--- src/rtl/paddle_game_engine.sv ---
// ---------------------------------------------------------------------------
// paddle_game_engine
//   Ball-and-paddle game core sitting behind a VGA timing controller. Game
//   state advances once per frame (frame tick = y_pix==V_RES && x_pix==0);
//   pixel colour is produced one cycle after the incoming coordinates.
//
// Ports
//   pix_clk            pixel clock
//   reset              synchronous, active-high
//   btn_left/right     paddle move levels (already synchronised)
//   btn_serve          start / restart
//   x_pix, y_pix       current pixel coordinates
//   de_in              display enable from the timing controller
//   de_out             de_in delayed one cycle
//   r_out/g_out/b_out  COLOR_W-bit colour channels (0 while de is low)
//   game_state         IDLE=0 SERVE=1 PLAY=2 MISS=3 OVER=4
//   lives_left         remaining lives
//   score              paddle hits, saturating at 255
//
// Build option
//   SPEEDUP_EN : when defined, every 4th paddle hit raises the ball speed by
//                one up to BALL_SPEED_MAX; otherwise the speed is fixed.
// ---------------------------------------------------------------------------
module paddle_game_engine #(
    parameter int H_RES          = 640,
    parameter int V_RES          = 480,
    parameter int BALL_SIZE      = 10,
    parameter int BALL_SPEED     = 5,
    parameter int BALL_SPEED_MAX = 9,
    parameter int PDL_WIDTH      = 50,
    parameter int PDL_HEIGHT     = 10,
    parameter int PDL_SPEED      = 4,
    parameter int LIVES          = 3,
    parameter int SERVE_FRAMES   = 60,
    parameter int MISS_FRAMES    = 30,
    parameter int COLOR_W        = 8
) (
    input  logic               pix_clk,
    input  logic               reset,
    input  logic               btn_left,
    input  logic               btn_right,
    input  logic               btn_serve,
    input  logic [9:0]         x_pix,
    input  logic [9:0]         y_pix,
    input  logic               de_in,
    output logic               de_out,
    output logic [COLOR_W-1:0] r_out,
    output logic [COLOR_W-1:0] g_out,
    output logic [COLOR_W-1:0] b_out,
    output logic [2:0]         game_state,
    output logic [3:0]         lives_left,
    output logic [7:0]         score
);

    typedef enum logic [2:0] {
        ST_IDLE  = 3'd0,
        ST_SERVE = 3'd1,
        ST_PLAY  = 3'd2,
        ST_MISS  = 3'd3,
        ST_OVER  = 3'd4
    } state_e;

    // 11-bit geometry so that position + size + speed never wraps
    localparam int CW = 11;
    localparam logic [CW-1:0] HR       = CW'(H_RES);
    localparam logic [CW-1:0] VR       = CW'(V_RES);
    localparam logic [CW-1:0] BS       = CW'(BALL_SIZE);
    localparam logic [CW-1:0] PW       = CW'(PDL_WIDTH);
    localparam logic [CW-1:0] PS       = CW'(PDL_SPEED);
    localparam logic [CW-1:0] BSPD     = CW'(BALL_SPEED);
    localparam logic [CW-1:0] PDL_MAX  = CW'(H_RES - PDL_WIDTH);
    localparam logic [CW-1:0] PDL_INIT = CW'((H_RES - PDL_WIDTH) / 2);
    localparam logic [CW-1:0] PARK_OFS = CW'((PDL_WIDTH - BALL_SIZE) / 2);
    localparam logic [CW-1:0] PARK_Y   = CW'(V_RES - PDL_HEIGHT - BALL_SIZE);
    localparam logic [CW-1:0] PDL_TOP  = CW'(V_RES - PDL_HEIGHT);
    localparam logic [15:0]   SERVE_LD = 16'(SERVE_FRAMES);
    localparam logic [15:0]   MISS_LD  = 16'(MISS_FRAMES);
    localparam logic [3:0]    LIVES_LD = 4'(LIVES);
    localparam int            NREP     = (COLOR_W + 3) / 4;

    if (LIVES < 1 || LIVES > 15 || COLOR_W < 4 || BALL_SPEED_MAX < BALL_SPEED) begin : g_param_chk
        $error("paddle_game_engine: parameter set out of range");
    end

    // ---------------------------------------------------------------------
    // State
    // ---------------------------------------------------------------------
    state_e          state_q;
    logic [3:0]      lives_q;
    logic [7:0]      score_q;
    logic [15:0]     cnt_q;
    logic [CW-1:0]   pdl_q;
    logic [CW-1:0]   qx_q, qy_q;
    logic            qdx_q;   // 0 = right, 1 = left
    logic            qdy_q;   // 1 = up,    0 = down
    logic [CW-1:0]   spd;

`ifdef SPEEDUP_EN
    logic [CW-1:0]   spd_q;
    localparam logic [CW-1:0] BSMAX = CW'(BALL_SPEED_MAX);
    assign spd = spd_q;
`else
    assign spd = BSPD;
`endif

    logic            frame_tick;
    assign frame_tick = ({1'b0, y_pix} == VR) && (x_pix == 10'd0);

    // ---------------------------------------------------------------------
    // Paddle next position (applied only on frame ticks in IDLE/SERVE/PLAY)
    // ---------------------------------------------------------------------
    logic [CW-1:0] pdl_d;
    always_comb begin
        pdl_d = pdl_q;
        if (btn_left && !btn_right)
            pdl_d = (pdl_q < PS) ? '0 : pdl_q - PS;
        else if (btn_right && !btn_left)
            pdl_d = (pdl_q + PS > PDL_MAX) ? PDL_MAX : pdl_q + PS;
    end

    // ---------------------------------------------------------------------
    // Ball physics for one PLAY frame; collision uses the paddle position
    // as it stood before this tick's paddle move.
    // ---------------------------------------------------------------------
    logic [CW-1:0] qx_d, qy_d;
    logic          qdx_d, qdy_d;
    logic          overlap, hit, miss;
    logic [7:0]    score_inc;

    assign overlap   = (qx_q + BS > pdl_q) && (qx_q < pdl_q + PW);
    assign score_inc = (score_q == 8'hFF) ? 8'hFF : score_q + 8'd1;

    always_comb begin
        qx_d  = qx_q;
        qy_d  = qy_q;
        qdx_d = qdx_q;
        qdy_d = qdy_q;
        hit   = 1'b0;
        miss  = 1'b0;

        if (!qdx_q) begin
            if (qx_q + BS + spd >= HR) begin
                qx_d  = HR - BS;
                qdx_d = 1'b1;
            end else begin
                qx_d = qx_q + spd;
            end
        end else if (qx_q < spd) begin
            qx_d  = '0;
            qdx_d = 1'b0;
        end else begin
            qx_d = qx_q - spd;
        end

        if (qdy_q) begin
            if (qy_q < spd) begin
                qy_d  = '0;
                qdy_d = 1'b0;
            end else begin
                qy_d = qy_q - spd;
            end
        end else if (overlap && (qy_q + BS + spd >= PDL_TOP)) begin
            hit   = 1'b1;
            qy_d  = PARK_Y;
            qdy_d = 1'b1;
        end else if (!overlap && (qy_q + BS + spd >= VR)) begin
            miss  = 1'b1;   // ball leaves play; y is left where it was
        end else begin
            qy_d = qy_q + spd;
        end
    end

    // ---------------------------------------------------------------------
    // Game FSM with all game registers
    // ---------------------------------------------------------------------
    always_ff @(posedge pix_clk) begin
        if (reset) begin
            state_q <= ST_IDLE;
            lives_q <= LIVES_LD;
            score_q <= '0;
            cnt_q   <= '0;
            pdl_q   <= PDL_INIT;
            qx_q    <= PDL_INIT + PARK_OFS;
            qy_q    <= PARK_Y;
            qdx_q   <= 1'b0;
            qdy_q   <= 1'b1;
`ifdef SPEEDUP_EN
            spd_q   <= BSPD;
`endif
        end else begin
            case (state_q)
                ST_IDLE: begin
                    if (frame_tick) begin
                        pdl_q <= pdl_d;
                        qx_q  <= pdl_d + PARK_OFS;
                        qy_q  <= PARK_Y;
                        qdx_q <= 1'b0;
                        qdy_q <= 1'b1;
                    end
                    if (btn_serve) begin
                        state_q <= ST_SERVE;
                        cnt_q   <= SERVE_LD;
`ifdef SPEEDUP_EN
                        spd_q   <= BSPD;
`endif
                    end
                end

                ST_SERVE: begin
                    if (frame_tick) begin
                        pdl_q <= pdl_d;
                        qx_q  <= pdl_d + PARK_OFS;
                        qy_q  <= PARK_Y;
                        qdx_q <= 1'b0;
                        qdy_q <= 1'b1;
                        if (cnt_q <= 16'd1) state_q <= ST_PLAY;
                        else                cnt_q   <= cnt_q - 16'd1;
                    end
                end

                ST_PLAY: begin
                    if (frame_tick) begin
                        pdl_q <= pdl_d;
                        qx_q  <= qx_d;
                        qdx_q <= qdx_d;
                        qy_q  <= qy_d;
                        qdy_q <= qdy_d;
                        if (miss) begin
                            state_q <= ST_MISS;
                            cnt_q   <= MISS_LD;
                            if (lives_q != 4'd0) lives_q <= lives_q - 4'd1;
                        end
                        if (hit) begin
                            score_q <= score_inc;
`ifdef SPEEDUP_EN
                            if (score_inc[1:0] == 2'd0 && spd_q < BSMAX)
                                spd_q <= spd_q + 1'b1;
`endif
                        end
                    end
                end

                ST_MISS: begin
                    if (frame_tick) begin
                        if (cnt_q <= 16'd1) begin
                            if (lives_q == 4'd0) begin
                                state_q <= ST_OVER;
                            end else begin
                                state_q <= ST_SERVE;
                                cnt_q   <= SERVE_LD;
                                qx_q    <= pdl_q + PARK_OFS;
                                qy_q    <= PARK_Y;
                                qdx_q   <= 1'b0;
                                qdy_q   <= 1'b1;
`ifdef SPEEDUP_EN
                                spd_q   <= BSPD;
`endif
                            end
                        end else begin
                            cnt_q <= cnt_q - 16'd1;
                        end
                    end
                end

                ST_OVER: begin
                    if (btn_serve) begin
                        state_q <= ST_IDLE;
                        lives_q <= LIVES_LD;
                        score_q <= '0;
                        qx_q    <= pdl_q + PARK_OFS;
                        qy_q    <= PARK_Y;
                        qdx_q   <= 1'b0;
                        qdy_q   <= 1'b1;
                    end
                end

                default: state_q <= ST_IDLE;
            endcase
        end
    end

    assign game_state = state_q;
    assign lives_left = lives_q;
    assign score      = score_q;

    // ---------------------------------------------------------------------
    // Render: ball over paddle over background, one register stage
    // ---------------------------------------------------------------------
    function automatic logic [COLOR_W-1:0] expand(input logic [3:0] n);
        logic [4*NREP-1:0] rep;
        rep = {NREP{n}};
        return rep[4*NREP-1 -: COLOR_W];
    endfunction

    logic [CW-1:0] xe, ye;
    logic          in_ball, in_pdl;
    logic [11:0]   col;

    assign xe = {1'b0, x_pix};
    assign ye = {1'b0, y_pix};
    assign in_ball = (state_q != ST_MISS) &&
                     (xe >= qx_q) && (xe < qx_q + BS) &&
                     (ye >= qy_q) && (ye < qy_q + BS);
    assign in_pdl  = (xe >= pdl_q) && (xe < pdl_q + PW) &&
                     (ye >= PDL_TOP) && (ye < VR);

    always_comb begin
        col = (state_q == ST_OVER) ? 12'h700 : 12'h137;
        if (in_ball)     col = 12'hFFF;
        else if (in_pdl) col = 12'hF9F;
    end

    always_ff @(posedge pix_clk) begin
        if (reset) begin
            de_out <= 1'b0;
            r_out  <= '0;
            g_out  <= '0;
            b_out  <= '0;
        end else begin
            de_out <= de_in;
            r_out  <= de_in ? expand(col[11:8]) : '0;
            g_out  <= de_in ? expand(col[7:4])  : '0;
            b_out  <= de_in ? expand(col[3:0])  : '0;
        end
    end

endmodule

--- config.mk ---
export PLATFORM = sky130hd
export DESIGN_NAME = paddle_game_engine
export DESIGN_NICKNAME = d
export VERILOG_FILES = /design/src/rtl/paddle_game_engine.sv
export SDC_FILE = /design/constraint.sdc
export NUM_CORES = 1
export LEC_CHECK = 0
export ABC_AREA = 0
export BUFFER_PORTS_ARGS = -buffer_cell sky130_fd_sc_hd__clkbuf_2
export CELL_PAD_IN_SITES_DETAIL_PLACEMENT = 1
export CELL_PAD_IN_SITES_GLOBAL_PLACEMENT = 1
export CORE_ASPECT_RATIO = 0.5
export CORE_MARGIN = 3
export CORE_UTILIZATION = 40
export DETAILED_ROUTE_END_ITERATION = 10
export MAX_ROUTING_LAYER = met4
export PLACE_DENSITY = 0.79
export SETUP_SLACK_MARGIN = 0.1
export SLEW_MARGIN = 20
export SYNTH_ARGS = -nofsm -noshare
export SYNTH_HDL_FRONTEND = slang
export SYNTH_SLANG_ARGS = --single-unit
--- constraint.sdc ---
create_clock -name pix_clk -period 4.3 [get_ports pix_clk]
set_clock_uncertainty 0.05 [all_clocks]
set_input_delay 0.86 -clock pix_clk [delete_from_list [all_inputs] [get_ports pix_clk]]
set_output_delay 0.86 -clock pix_clk [all_outputs]
set_load 0.01 [all_outputs]
==> results of run 1 <==
## state kept, by name, indices dropped and copies added (netlist names)
name        flops
cnt_q          16
de_out          1
g_out           3
game_state      3
lives_left      4
pdl_q          11
qdx_q           1
qdy_q           1
qx_q           11
qy_q           11
r_out           3
score           8
## timing repair
action	CTS	global route
hold endpoints to repair	0	0
endpoints found under the setup margin	0	4
resized for setup	0	3
## Yosys cell counts (5+ instances only)
cell / n / area (sq um)
inv_1: 67 / 251
ha_1: 103 / 1290
xnor2_1: 36 / 315
a211oi_1: 25 / 188
nand2b_1: 11 / 68.8
nand2_1: 84 / 315
dfxtp_1: 73 / 1460
buf_4: 18 / 135
a311oi_1: 8 / 70.1
nor3_1: 31 / 155
o31a_1: 5 / 43.8
nor2_1: 104 / 390
nand3_1: 35 / 175
a22oi_1: 6 / 45.0
or2_2: 5 / 31.3
mux2_2: 5 / 56.3
o22ai_1: 10 / 62.6
xor2_1: 16 / 140
o21ai_0: 67 / 335
and2_1: 8 / 50.1
o31ai_1: 12 / 90.1
a21oi_1: 82 / 410
o2111ai_1: 11 / 96.3
nor3b_1: 6 / 45.0
a221oi_1: 6 / 52.6
o21a_1: 12 / 90.1
buf_2: 11 / 55.1
nand4_1: 18 / 113
or3_1: 10 / 62.6
clkbuf_1: 42 / 158
a31oi_1: 15 / 93.8
nor2b_1: 13 / 81.3
nor4_1: 22 / 138
nand4b_1: 5 / 43.8
a211o_1: 6 / 52.6
a21o_1: 21 / 158
o21bai_1: 7 / 52.6
buf_1: 6 / 22.5
and3_1: 18 / 113
o211ai_1: 13 / 97.6
## power breakdown
group | switching, W | internal, W
Sequential | 0.000104 | 0.000745
Clock | 0.000371 | 0.000461
Combinational | 0.000549 | 0.000331
Total | 0.00102 | 0.00154
## worst max-delay path, delay by kind of cell, from the launching register on
kind / cells / cell delay [ns]
adders and majority gates: 2 / 0.70
xor gates and xnor gates: 1 / 0.21
and+or+nand+nor: 4 / 0.99
AOI/OAI and AO/OA: 6 / 1.43
DFF: 1 / 0.46
## layout make-up
cell class / instances / area, sq um
Sequential cell: 73 / 1460
Tap cell: 266 / 333
Clock buffer: 9 / 225
Inverter: 69 / 259
Timing Repair Buffer: 101 / 596
Multi-Input combinational cell: 918 / 6320
Clock inverter: 7 / 83.8
Fill cell: 2540 / 10700
## metal layers
metal	up-vias	GRT usage, %	wire length, microns
li1	4288	-	-
met1	4506	38.2	15000
met2	326	42.5	13300
met3	63	6.81	2510
met4	0	6.87	581
met5	-	-	0
## worst max-delay path by stage
stage	to	cells after the start	slack (ns)
floorplan	qx_q[8]	18	0.78
global placement	cnt_q[6]	9	0.37
detailed placement	cnt_q[8]	9	0.30
CTS	g_out[5]	12	0.37
global route	qx_q[8]	15	0.08
finish	cnt_q[15]	13	0.37
## through the flow
| step | cell area (sq um) | hold slack, ns |
|---|---|---|
| floorplan | 8390 | 0.395 |
| global placement | 8960 | 0.427 |
| detailed placement | 8960 | 0.453 |
| CTS | 9270 | 0.464 |
| global route | 9280 | 0.494 |
| finish | 9280 | 0.462 |
## kinds of logic after synthesis
group                    count (synthesis)  synth area share (%)
multiplexers                             9                  1.15
adder cells (fa/ha/maj)                104                  15.5
AO/OA/AOI/OAI                          358                  29.0
AND/OR/NAND/NOR                        393                  23.6
XOR/XNOR                                54                  5.89
buffers and inverters                  146                  7.50
flip-flops                              73                  17.4
==> results.yml, run 1 <==
clock_network:
  clkLatencyLatePin_ns: 0.37
  htreeDepth: 3
  cts_tree: "built"
  cts.sinks: 73
  numCtsBuffers: 9
  path_clk_slew_ns: 0.07
  cts_setup_buffers: 0
  clk_path_buf_depth: 2
  hold_buffers: 0
  cts_root_buffer: "clkbuf_16"
sta:
  max_slew_margin_pct: 37.1
  min_period_over_period_pct: 91.5
  worst_pin_slew_ns: 0.944
  tns_ns: 0
  rsz0062_at_grt: "no"
  setup_violations: 0
  fin_ws_ns: 0.367
  slew_violations: 0
  period_minus_slack_ns: 3.93
  max_freq_ghz: 0.254
  hold_violations: 0
detailed_routing:
  drt-initial-drc-count: 878
  viasPerCell: 6.36
  drc: 0
  wire_per_inst_microns: 21.8
  vias: 9183
  drt_wl_total_microns: 31400
  dr.pass1.iters: 5
  drtAntennaViolNets: 0
final_layout:
  layout_common_cells: "nor2_1 (104), ha_1 (103), nand2_1 (84)"
  layout-drive-gt1-share_pct: 12.1
  utilization_pct: 46.4
  n_antenna_cell: 0
  final_common_cell: "nor2_1"
  nets: 1301
  fin_cells: 1443
  syn_to_final_growth_pct: 10.5
setup_path:
  r2r_cells: 13
  cpMaxStageDelayCell: "or4_1"
  critPathLaunch: "qx_q[2]"
  worstPathCellList: "ha_1, o2111ai_1, nor3_1, xnor2_1, ha_1, o21a_1, o22ai_1, nor3_1, o211a_1, a211oi_2, nor2_1, or4_1, a21oi_1"
  max_stage_delay_ns: 0.49
  r2r_end: "cnt_q[15]"
  reg2reg_setup_slack_ns: 0.37
  cp_max_fo: 8
  r2r-start: "qx_q[2]"
  endpoint_kind: "flop"
  criticalPathCategory: "flop to flop"
  cp.required_ns: 4.54
  arrival_ns: 4.18
  start_kind: "flop"
synthesis:
  synth_edf_count: 0
  synth_flop_cell: "dfxtp_1"
  syn-instance-count: 1137
  syn-num-nets: 1266
  ys_seq_area_share_pct: 17.4
  synthesis.area_sq_mm: 0.00839
  synthArstFlopShare_pct: 0
  ys_warn_count: 0
  ys_types: 80
  ys_ff_latch: 73
  avgSynthCellArea_sq_um: 7.38
place:
  numPlacedInstances: 1427
  place_ws_ns: 0.296
  io_buffers: 65
  place.gp.congestion: 1.02
  dp_hpwl_microns: 24600
global_routing:
  grt_pass1_vias: 9065
  antenna_found_initial: 0
  grt_pass1_wl_microns: 49700
  grt_max_degree: 38
  grt.total_usage_pct: 28.2
  grt_overflow: 0
hold_path:
  hp-start: "lives_left[3]"
  worstHoldEndpoint: "lives_left[3]"
  hp-class: "flop to flop"
  whs_path_depth: 2
status:
  status: "completed"
power:
  power_density_mw_per_mm2: 276
  peakVddDrop_mv: 0.187
  leakage_nw: 3.96
  total_power_w: 0.00256
run:
  cap_violations: 0
floorplan:
  rows: 36
  die_x_microns: 211
  die_area_sq_mm: 0.0229
  io_pins: 66
  core-area_sq_mm: 0.0200
  die_y_microns: 108
  start_util_pct: 42.0
No activity file was read; power rests on OpenSTA's default activity.
==> run 2: changes to the inputs <==
--- a/config.mk
+++ b/config.mk
@@ -6,6 +6,7 @@
 export NUM_CORES = 1
 export LEC_CHECK = 0
 export ABC_AREA = 0
+export ABC_CLOCK_PERIOD_IN_PS = 3300
 export BUFFER_PORTS_ARGS = -buffer_cell sky130_fd_sc_hd__clkbuf_2
 export CELL_PAD_IN_SITES_DETAIL_PLACEMENT = 1
 export CELL_PAD_IN_SITES_GLOBAL_PLACEMENT = 1
@@ -14,7 +15,8 @@
 export CORE_UTILIZATION = 40
 export DETAILED_ROUTE_END_ITERATION = 10
 export MAX_ROUTING_LAYER = met4
-export PLACE_DENSITY = 0.79
+export PLACE_DENSITY = 0.82
+export REMOVE_ABC_BUFFERS = 1
 export SETUP_SLACK_MARGIN = 0.1
 export SLEW_MARGIN = 20
 export SYNTH_ARGS = -nofsm -noshare
==> constraint.sdc (replaced) <==
create_clock -name pix_clk -period 3.3 [get_ports pix_clk]
set_clock_uncertainty 0.05 [all_clocks]
set_input_delay 0.66 -clock pix_clk [delete_from_list [all_inputs] [get_ports pix_clk]]
set_output_delay 0.66 -clock pix_clk [all_outputs]
set_load 0.01 [all_outputs]
==> run 2 against run 1 <==
Net effect: the run now ends with setup timing left; critical path depth grew 4; die area stayed put; sequential cell count is the same; worst setup slack lost 0.79 ns; non-clock buffer count rose by 207; total power increased by 61%; clock power is 29% higher; first-iteration DRC count is 84% higher; maximum frequency increased by 5.5%; final area up 29%; sequential share of layout area is 3.3 points lower; combinational power grew 120%.
==> results.yml, run 2 (synthesis results as in run 1) <==
sta:
  rsz0062_at_grt: "yes"
  fin_ws_ns: -0.427
  period_minus_slack_ns: 3.73
  slew_violations: 0
  worst_pin_slew_ns: 0.728
  min_period_over_period_pct: 113
  max_slew_margin_pct: 51.1
  max_freq_ghz: 0.268
  setup_violations: 54
  hold_violations: 0
floorplan:
  start_util_pct: 42.0
  rows: 36
  die_y_microns: 108
  die_x_microns: 211
  die_area_sq_mm: 0.0229
  io_pins: 66
  core-area_sq_mm: 0.0200
clock_network:
  htreeDepth: 3
  cts.sinks: 73
  hold_buffers: 0
  cts_root_buffer: "clkbuf_16"
  clkLatencyLatePin_ns: 0.38
  clk_path_buf_depth: 2
  cts_tree: "built"
  path_clk_slew_ns: 0.08
  numCtsBuffers: 9
setup_path:
  endpoint_kind: "flop"
  cp.required_ns: 3.51
  cp_max_fo: 9
  start_kind: "flop"
  arrival_ns: 3.94
  criticalPathCategory: "flop to flop"
detailed_routing:
  viasPerCell: 6.96
  drt_wl_total_microns: 47100
  vias: 11500
  drc: 0
  dr.pass1.iters: 6
  wire_per_inst_microns: 28.5
  drt-initial-drc-count: 1617
  drtAntennaViolNets: 0
global_routing:
  antenna_found_initial: 2
  grt_pass1_vias: 10700
  grt_overflow: 0
  grt_pass1_wl_microns: 59600
  grt_max_degree: 38
  grt.total_usage_pct: 34.0
power:
  p_sw_share_pct: 43.9
  pwr-share-clk_pct: 25.9
  power_density_mw_per_mm2: 346
  peakVddDrop_mv: 0.341
  intPower_w: 0.00232
  leakage_nw: 5.19
  power_switching_w: 0.00181
  combPwrFrac_pct: 47.2
  seqPwrFrac_pct: 27.0
  total_power_w: 0.00413
place:
  place.gp.congestion: 1.01
  dp_hpwl_microns: 28100
  place_area_sq_mm: 0.0103
  io_buffers: 65
hold_path:
  hp-class: "flop to flop"
final_layout:
  largest_register: "cnt_q"
  final_common_cell: "buf_4"
  postLayoutCellArea_sq_mm: 0.0120
  largest_reg_flops: 16
  layout_common_cells: "buf_4 (220), ha_1 (93), nor2_1 (85)"
  n_fill_cell: 2405
  syn_to_final_growth_pct: 42.4
  nets: 1508
  layout-drive-gt1-share_pct: 35.4
status:
  status: "finished with violations"
  failed_checks: "setup timing"
run:
  cap_violations: 0
-- run 2: cell types whose count changed in the layout (fill, tap and decap cells not counted), moves of 11 or more --
cell | before | now
a21oi_1 | 82 | 65
a21oi_2 | 0 | 14
buf_4 | 36 | 220
buf_6 | 0 | 15
dfxtp_1 | 73 | 61
nand2_1 | 84 | 73
nor2_1 | 104 | 85
nor2_2 | 0 | 14
o21ai_0 | 67 | 48
o21ai_1 | 1 | 15
xnor2_1 | 36 | 25
xnor2_2 | 0 | 11
-- run 2: cell type report --
type                            instances  area [sq um]  share of cell area [%]
Inverter                               69           270                    2.26
Multi-Input combinational cell        918          7260                    60.7
Sequential cell                        73          1490                    12.5
Clock buffer                           11           243                    2.03
Tap cell                              266           333                    2.78
Clock inverter                          5          55.1                   0.461
Antenna cell                            2          5.00                  0.0419
Timing Repair Buffer                  308          2300                    19.2
-- run 2: worst paths after layout --
kind,from,end,slack [ns],cells after the start
worst min-delay path,cnt_q[1],cnt_q[1],0.47,2
worst min register to register,cnt_q[1],cnt_q[1],0.47,2
worst max-delay path,pdl_q[3],cnt_q[11],-0.43,17
worst max register to register,pdl_q[3],cnt_q[11],-0.43,17
-- run 2: routing by layer --
metal | GRT usage (%) | vias to the layer above | part of all wire, %
li1 | - | 4696 | -
met1 | 42.4 | 5536 | 38
met2 | 55.8 | 947 | 44
met3 | 6.46 | 322 | 12
met4 | 11.6 | 0 | 6.7
met5 | - | - | 0
-- run 2: power by group through the flow --
stage,registers [W],logic [W],clock network (W)
after floorplan,0.00110,0.000783,0
after global placement,0.00109,0.00126,0
after detailed placement,0.00109,0.00133,0
after CTS,0.00108,0.00140,0.00103
after global routing,0.00112,0.00202,0.00109
final,0.00111,0.00195,0.00107
-- run 2: metrics by stage --
stage / cells / setup TNS, ns / utilization, % / hold slack, ns / setup WS (ns)
after global routing: 1652 / -15.98 / 59.8 / 0.486 / -0.465
after global placement: 1597 / -3.97 / 51.3 / 0.408 / -0.184
after CTS: 1626 / -0.0878 / 54.8 / 0.468 / -0.0321
after detailed placement: 1597 / -8.26 / 51.3 / 0.424 / -0.298
after floorplan: 1060 / -4.70 / - / 0.389 / -0.426
final: 1652 / -14.23 / 59.8 / 0.473 / -0.427
-- run 2: critical path, cell delays in order, from the launching register on --
cell	delay, ns
dfxtp_4	0.39
ha_4	0.16
nand2_2	0.07
a21oi_2	0.18
buf_4	0.16
xnor2_2	0.14
ha_1	0.30
buf_4	0.16
a21oi_1	0.35
o22ai_1	0.20
nor3_2	0.25
o211a_4	0.28
a211oi_4	0.07
buf_6	0.14
buf_12	0.13
o211ai_1	0.19
xor2_1	0.30
nor2_4	0.05
-- run 2: repair_timing --
item | 4_1_cts | 5_1_grt
pin swaps | 28 | 58
gates resized for setup | 78 | 161
cloned | 0 | 2
buffers inserted | 13 | 24
setup endpoints to repair | 52 | 57
==> run 3: changes to the inputs <==
==> constraint.sdc (replaced) <==
create_clock -name pix_clk -period 3.3 [get_ports pix_clk]
set_clock_uncertainty 0.05 [all_clocks]
set_input_delay 0.33 -clock pix_clk [delete_from_list [all_inputs] [get_ports pix_clk]]
set_output_delay 0.33 -clock pix_clk [all_outputs]
set_load 0.01 [all_outputs]
==> run 3 against run 2 <==
Net effect: non-clock buffer count is 12 lower; final area is 1.5% lower; the run still ends with setup timing left; via count is 2.3% lower; cell count is 0.85% lower.
==> results.yml, run 3 (synthesis results as in run 1) <==
status:
  status: "finished with violations"
  failed_checks: "setup timing"
sta:
  max_freq_ghz: 0.274
  rsz0062_at_grt: "yes"
  setup_violations: 53
  min_period_over_period_pct: 110
  max_slew_margin_pct: 26.7
  slew_violations: 0
  worst_pin_slew_ns: 1.10
  fin_ws_ns: -0.345
  period_minus_slack_ns: 3.65
  hold_violations: 0
global_routing:
  grt_pass1_vias: 10800
  grt.total_usage_pct: 34.1
  antenna_found_initial: 0
  grt_pass1_wl_microns: 59600
  grt_max_degree: 38
  grt_overflow: 0
detailed_routing:
  wl_met1_microns: 17500
  drt_wl_total_microns: 45200
  drc: 0
  vias: 11200
  drt-initial-drc-count: 1468
  drtAntennaViolNets: 0
  dr_wl_met3_microns: 4740
  dr_wl_met2_microns: 20100
  wire_per_inst_microns: 27.6
  viasPerCell: 6.86
  dr.pass1.iters: 6
  dr.max_layer_used: "met4"
place:
  numPlacedInstances: 1582
  dp_hpwl_microns: 27800
  io_buffers: 65
  place_ws_ns: -0.368
  place_area_sq_mm: 0.0102
  place.gp.congestion: 0.992
setup_path:
  cp_max_fo: 4
  r2r-start: "pdl_q[2]"
  cp.required_ns: 3.50
  start_kind: "flop"
  r2r_cells: 17
  reg2reg_setup_slack_ns: -0.35
  cpMaxStageDelayCell: "dfxtp_4"
  endpoint_kind: "flop"
  max_stage_delay_ns: 0.40
  worstPathCellList: "clkinvlp_4, ha_4, nand2_2, o22ai_1, a211oi_2, o31ai_2, buf_4, and3_4, nand2b_4, nand2_1, o21ai_2, ha_2, nor4_4, a21oi_2, nand3b_1, xor2_1, a311o_1"
  arrival_ns: 3.85
  r2r_end: "qx_q[8]"
  criticalPathCategory: "flop to flop"
power:
  power_density_mw_per_mm2: 336
  peakVddDrop_mv: 0.273
  total_power_w: 0.00395
  leakage_nw: 5.09
hold_path:
  whs_path_depth: 3
  hp-start: "btn_right"
  hp-class: "primary input to flop"
  worstHoldEndpoint: "pdl_q[10]"
clock_network:
  cts.sinks: 73
  clkLatencyLatePin_ns: 0.37
  path_clk_slew_ns: 0.07
  clk_path_buf_depth: 2
  htreeDepth: 3
  cts_tree: "built"
  cts_root_buffer: "clkbuf_16"
  numCtsBuffers: 9
final_layout:
  nets: 1496
  largest_register: "cnt_q"
  multi_input_area_sq_mm: 0.00716
  n_fill_cell: 2469
  fin_cells: 1638
  layout_common_cells: "buf_4 (207), ha_1 (95), nor2_1 (90)"
  postLayoutCellArea_sq_mm: 0.0118
  n_antenna_cell: 0
  regArea_sq_mm: 0.00149
  layout-drive-gt1-share_pct: 34.6
  utilization_pct: 58.8
  largest_reg_flops: 16
  syn_to_final_growth_pct: 40.2
  final_common_cell: "buf_4"
run:
  cap_violations: 0
floorplan:
  core-area_sq_mm: 0.0200
  rows: 36
  io_pins: 66
  die_area_sq_mm: 0.0229
  die_y_microns: 108
  start_util_pct: 42.0
  die_x_microns: 211
run 3: worst max path at each step:
stage / startpoint / end / cells past startpoint
after global routing: pdl_q[2] / qx_q[8] / 17
after global placement: pdl_q[2] / cnt_q[3] / 16
after CTS: pdl_q[2] / qy_q[10] / 18
after floorplan: pdl_q[3] / cnt_q[15] / 15
after detailed placement: pdl_q[2] / cnt_q[3] / 16
final: pdl_q[2] / qx_q[8] / 17
run 3: power by group:
part           leakage (nW)  switching, W  internal, W
clock network         0.153      0.000448     0.000686
registers             0.594      0.000142     0.000968
logic                  4.34       0.00110     0.000610
run 3: what timing repair did:
item | in CTS | in global routing
buffers inserted | 15 | 24
endpoints found under the setup margin | 54 | 57
gates resized for setup | 98 | 127
gates cloned | 1 | 1
hold buffers | 0 | 0
pin swaps | 36 | 52
run 3: final cells by class:
cell class,count,share of cell area [%]
inverters,69,2.24
clock buffers,12,2.09
well taps,266,2.83
multi-input cells,918,60.9
clock inverters,4,0.649
repair buffers,296,18.7
flip-flops and latches,73,12.6
run 3: worst max-delay path: cells and delay by family (launching register included):
kind,cells,cell delay [ns]
buf+inv,2,0.36
simple gates,6,0.69
flops,1,0.40
compound gates,6,1.24
xor+xnor,1,0.20
fa+ha+maj,2,0.59
run 3: routing by layer:
| layer | vias up | global-route usage [%] |
|---|---|---|
| li1 | 4677 | - |
| met1 | 5452 | 41.9 |
| met2 | 809 | 56.6 |
| met3 | 300 | 6.43 |
| met4 | 0 | 12.0 |
| met5 | - | - |
run 3: metrics by stage:
stage                     setup TNS [ns]  hold WS (ns)
after CTS                              0         0.220
after global routing              -11.39         0.347
after global placement            -0.471         0.409
after detailed placement          -10.22         0.425
final                              -7.97         0.324
after floorplan                    -4.70         0.349
